$ cat src/rtl/shift_reg_serializer.sv
// Parallel-load shift register that drains a REG_WIDTH word one bit per enabled cycle.
// Define SHIFT_ROTATE_EN to rotate the shifted-out bit back in instead of taking serial_in.
module shift_reg_serializer #(
    parameter int REG_WIDTH = 8,
    localparam int CNT_W = $clog2(REG_WIDTH + 1)
) (
    input  logic                 clk,
    input  logic                 rst,
    input  logic                 load,
    input  logic                 shift_left_right,
    input  logic                 shift_en,
    input  logic                 serial_in,
    input  logic [REG_WIDTH-1:0] data_in,
    output logic [REG_WIDTH-1:0] data_out,
    output logic                 serial_out,
    output logic [CNT_W-1:0]     shift_cnt,
    output logic                 busy,
    output logic                 drained,
    output logic [1:0]           state
);

    localparam logic [1:0] IDLE     = 2'd0;
    localparam logic [1:0] LOADED   = 2'd1;
    localparam logic [1:0] SHIFTING = 2'd2;
    localparam logic [1:0] DRAINED  = 2'd3;

    localparam logic [CNT_W-1:0] LAST_CNT = CNT_W'(REG_WIDTH - 1);

    logic                 out_bit;
    logic                 fill_bit;
    logic [REG_WIDTH-1:0] shifted;
    logic                 can_shift;

    assign out_bit = shift_left_right ? data_out[REG_WIDTH-1] : data_out[0];

`ifdef SHIFT_ROTATE_EN
    assign fill_bit = out_bit;
`else
    assign fill_bit = serial_in;
`endif

    assign shifted = shift_left_right ? {data_out[REG_WIDTH-2:0], fill_bit}
                                      : {fill_bit, data_out[REG_WIDTH-1:1]};

    // Only a word that still holds unshifted bits may move.
    assign can_shift = shift_en && ((state == LOADED) || (state == SHIFTING));

    always_ff @(posedge clk) begin
        if (rst) begin
            data_out   <= '0;
            serial_out <= 1'b0;
            shift_cnt  <= '0;
            busy       <= 1'b0;
            drained    <= 1'b0;
            state      <= IDLE;
        end else if (load) begin
            data_out  <= data_in;
            shift_cnt <= '0;
            busy      <= 1'b1;
            drained   <= 1'b0;
            state     <= LOADED;
        end else if (can_shift) begin
            serial_out <= out_bit;
            data_out   <= shifted;
            shift_cnt  <= shift_cnt + 1'b1;
            if (shift_cnt == LAST_CNT) begin
                busy    <= 1'b0;
                drained <= 1'b1;
                state   <= DRAINED;
            end else begin
                state <= SHIFTING;
            end
        end
    end

endmodule

$ cat config.mk
export PLATFORM = sky130hd
export DESIGN_NAME = shift_reg_serializer
export DESIGN_NICKNAME = d
export VERILOG_FILES = /design/src/rtl/shift_reg_serializer.sv
export SDC_FILE = /design/constraint.sdc
export NUM_CORES = 1
export LEC_CHECK = 0
export CAP_MARGIN = 25
export CORE_ASPECT_RATIO = 1.2
export CORE_UTILIZATION = 25
export DETAILED_ROUTE_END_ITERATION = 10
export HOLD_SLACK_MARGIN = 0.02
export SLEW_MARGIN = 15
export SYNTH_ARGS = -nofsm -noshare
export SYNTH_HDL_FRONTEND = slang
export SYNTH_SLANG_ARGS = --single-unit
export TNS_END_PERCENT = 5
$ cat constraint.sdc
create_clock -name clk -period 1.7 [get_ports clk]
set_input_delay 0.34 -clock clk [delete_from_list [all_inputs] [get_ports clk]]
set_output_delay 0.34 -clock clk [all_outputs]
set_load 0.02 [all_outputs]
======== Yosys cells after proc, flatten, opt, wreduce, memory -nomap -nowiden ========
Cells that the tools add are included.
cells by class
  $add $sub $neg .......................... 1
  $mul .................................... 0
  divide/modulo/power cells ............... 0
  magnitude comparators ................... 0
  equal/unequal tests ..................... 3
  shift operators ......................... 0
  multiplexer cells ....................... 10
  bitwise logic cells ..................... 1
  reduce and logical (&&, ||, !) cells .... 8
operators by type and width
  kind                                                             count
  8-bit two-way mux                                                3
  1-bit two-way mux                                                7
  2-bit AND reduction                                              3
  4-bit by 1-bit adder with 4-bit output, second input constant    1
  4-bit by 3-bit == test with 1-bit output, second input constant  1
  2-bit nonzero test                                               2
  2-bit by 1-bit == test with 1-bit output, second input constant  1
  2-bit == test, second input constant                             1
  2-bit OR reduction                                               1
  1-bit logical AND                                                1
  1-bit logical OR                                                 1
  1-bit inverter                                                   1
word-level totals
  bits in registers ....................... 17
  bits in latches ......................... 0
  memory bits (writable) .................. 0
  bits in read-only memories .............. 0
  bits of input ports ..................... 14
  logic and storage cells ................. 30
  memories kept ........................... 0

======== Depth between registers and ports, before layout ========
  depth after elaboration ................. 5
  depth in mapped cells ................... 5

======== Worst setup path after synthesis ========
No wires, ideal clock.
  path kind ............................... register to register
  start point ............................. register shift_cnt[0]
  end point ............................... register shift_cnt[2]
  library setup time ...................... 0.070 ns
  arrival ................................. 1.471 ns
  required time ........................... 1.630 ns
  slack ................................... 0.158 ns
  stages on the path, launching flop included .. 5
  buffers on the path ..................... 0
  cells stage by stage .................... dfxtp_1 > ha_1 > inv_1 > or4_2 > a21oi_1
on the way
  word-level cells in the longest chain between the ends .. 1
ends and longest elaborated chain
  what                                    RTL line  RTL
  start: declaration                      16        output logic [CNT_W-1:0] shift_cnt,
  start signal: assignment                65        shift_cnt <= shift_cnt + 1'b1;
  4-bit by 1-bit adder with 4-bit output  65
No other way between the ends.
A chain may end at the register's enable or synchronous reset.

======== Final worst setup path ========
  start point ............................. register data_out[3]
  end point ............................... output port data_out[3]
RTL lines
  what                      RTL line  RTL
  start: declaration        14        output logic [REG_WIDTH-1:0] data_out,
  start signal: assignment  57        data_out <= data_in;
  start signal: assignment  64        data_out <= shifted;
No word-level cell between the ends.

==> metrics.txt <==
# IOs=31; drt pass-1 iters=4; Pins Over Slew Limit=0; TritonCTS clock tree=yes; Die H=about 66 um; clock tree buffer depth=2; hold path startpoint=drained$_SDFFE_PP0P_; number of global-route vias before repair=910; Crit path required time=around 1400 ps; min-delay worst type=reg2reg; Peak Freq=615 MHz; final setup violation count=0; Final Instance Area=~0.0013 mm2; post-synthesis cell type count=26; fin nets=between 150 and 200; Hold Vio Cnt, Final=0; reg2reg end=shift_cnt[2]$_SDFFE_PP0P_; Core ar.=between 0.003 and 0.004 mm2; slowest CP cell=clkdlybuf4s50_1; via count=944; PwrDens=714 mW/mm2; worst-skew pair later-pin latency=260 ps; Yosys reg bits=17; CTS Buf Count=3; RePlAce Congestion=roughly 0.76; DR DRC count=0; CP bufs+invs=1; Root Buffer=clkbuf_8; leading area contributor after synthesis=dfxtp_1; Pleak=just over 0.5 nW; Worst R2R Start=shift_cnt[0]$_SDFFE_PP0P_; placed cells=~170; final worst path period share=0.957; antenna-violating nets left=0; Routed WL=about 2600 um; Peak supply drop=0.000290 V; die width=around 56 um; vias per inst=roughly 5.4; setup TNS=0 ps; commonest non-fill, non-tap cells in the layout=clkdlybuf4s50_1 (28), dfxtp_1 (17), nand2_1 (13); RSZ-0062 raised after global routing=false; Startpoint Class=flop; Die Area=0.00370 mm2; placed cell area=0.00130 mm2; Initial Util=0.262; largest net degree at the start of global routing=13; All-Layer GR Usage=0.151; ranking of synthesized cells by area=dfxtp_1 (39%), mux2_2 (10%), nand4_1 (5.8%); status=finished, final reports clean; Max-cap violations=0; Avg Cell Area, Syn=slightly below 9 um2; WHS Path Cells=2; postcts setup bufs=0; # clock sinks=17; Port-buffer cells=30; post-synthesis sequential area ratio=0.393; post-DP HPWL=approximately 2000 um; Area Growth Syn to Fin=55.1%; CP Max Fanout=4; Post-Route Skew=about 2.5 ps; Ys Warns=0; CP top delay family=buffers and inverters; Final min period=1630 ps; Worst-path clk slew=roughly 70 ps; CP max stage delay=around 630 ps; hold_buf cts=0; Initial DRC Count=29; row cnt=23; total grt overflow=0; worst setup path class=reg2out; initial antenna violation count=0; Synth Cell Area=866 um2; ANT cells=0; drt wl/cell=around 15 um; FF-to-FF path depth=4; most common cell after layout, fill and taps aside=clkdlybuf4s50_1; max_slew headroom=0.638; kind of end point of the critical path=output port; Syn Nets=113; crit-path cells=clkdlybuf4s50_1; WHS Endpoint=drained$_SDFFE_PP0P_; Gate Count Post-Synth=approximately 100; H-tree Lvls=1; Worst-Margin Slew=540 ps; fillcell total=~350; top-area cell type share of the netlist area=0.393; share of layout cells above drive strength 1=0.194; post-route insts no fill=around 180; R2R Setup Slk=around 190 ps; Arrival @ worst endpoint=around 1300 ps; first-pass GRT wire length=between 4000 and 5000 um
-- power by group --
group / internal, mW / switching, mW / total [mW]
Combinational: 0.113 / 0.100 / 0.213
Clock: 0.167 / 0.142 / 0.309
Sequential: 0.417 / 0.0200 / 0.437
-- flip-flops by register name (all words and copies together), names as in the netlist --
name        cells
busy            1
serial_out      1
state           2
data_out        8
shift_cnt       4
drained         1
-- timing repair --
action | in CTS | in global routing
endpoints found under the setup margin | 1 | 1
gates resized for setup | 1 | 1
hold endpoints to repair | 0 | 0
-- layout make-up --
| type | instances | area (um2) | area share |
|---|---|---|---|
| repair buffers | 42 | 404 | 0.301 |
| multi-input cells | 71 | 488 | 0.363 |
| flip-flops and latches | 17 | 340 | 0.253 |
| inverters | 5 | 18.8 | 0.0140 |
| clock buffers | 4 | 45.0 | 0.0336 |
| well taps | 37 | 46.3 | 0.0345 |
-- kinds of logic (layout without fill, tap and decap cells) --
group | after synthesis | in the layout | synth area share
XOR/XNOR | 2 | 2 | 0.0289
flip-flops | 17 | 17 | 0.393
buffers and inverters | 10 | 51 | 0.0434
AND/OR/NAND/NOR | 36 | 36 | 0.214
AO/OA/AOI/OAI | 23 | 23 | 0.191
adder cells (fa/ha/maj) | 1 | 1 | 0.0144
multiplexers | 9 | 9 | 0.116
-- cells in the mapped netlist --
| cell type | count |
|---|---|
| dfxtp_1 | 17 |
| nand2_1 | 13 |
| mux2_2 | 8 |
| nand4_1 | 8 |
| nand3_1 | 7 |
| a21oi_1 | 5 |
| clkbuf_1 | 5 |
| inv_1 | 5 |
| o221ai_1 | 5 |
| o311ai_0 | 4 |
| nor2_1 | 3 |
| o21ai_0 | 3 |
| a31oi_1 | 2 |
| a311oi_1 | 1 |
| a31o_1 | 1 |
| ha_1 | 1 |
| mux2i_1 | 1 |
| nor2b_1 | 1 |
| o31ai_1 | 1 |
| o41ai_1 | 1 |
| or3_1 | 1 |
| or3_2 | 1 |
| or4_2 | 1 |
| or4_4 | 1 |
| xnor2_2 | 1 |
| xor2_1 | 1 |
-- per-layer routing --
layer | part of all wire | up-vias | GRT usage
li1 | - | 456 | -
met1 | 0.42 | 454 | 0.167
met2 | 0.51 | 29 | 0.271
met3 | 0.050 | 5 | 0.0350
met4 | 0.023 | 0 | 0.0750
met5 | 0 | - | 0
-- per-stage QoR --
stage               utilization  hold WS [ps]  worst slack, ps  power [mW]
floorplan                     -           476              158       0.542
global placement          0.392           447            -55.8       0.659
detailed placement        0.392           461             -116       0.661
CTS                       0.405           471             1.32       0.966
global route              0.406           499             19.5       0.995
finish                    0.406           463             73.6       0.959
-- how the worst max path moves through the flow --
stage,from,cells past startpoint,to
4_1_cts,state[0]$_SDFFE_PP0P_,1,state[0]
6_report,data_out[3]$_SDFFE_PP0P_,1,data_out[3]
3_5_place_dp,load,4,shift_cnt[3]$_SDFFE_PP0P_
5_1_grt,load,4,data_out[1]$_SDFFE_PP0P_
2_1_floorplan,shift_cnt[0]$_SDFFE_PP0P_,4,shift_cnt[2]$_SDFFE_PP0P_
3_3_place_gp,shift_en,4,busy$_SDFFE_PP0P_
Note: power is estimated with default switching activity, not from simulation.
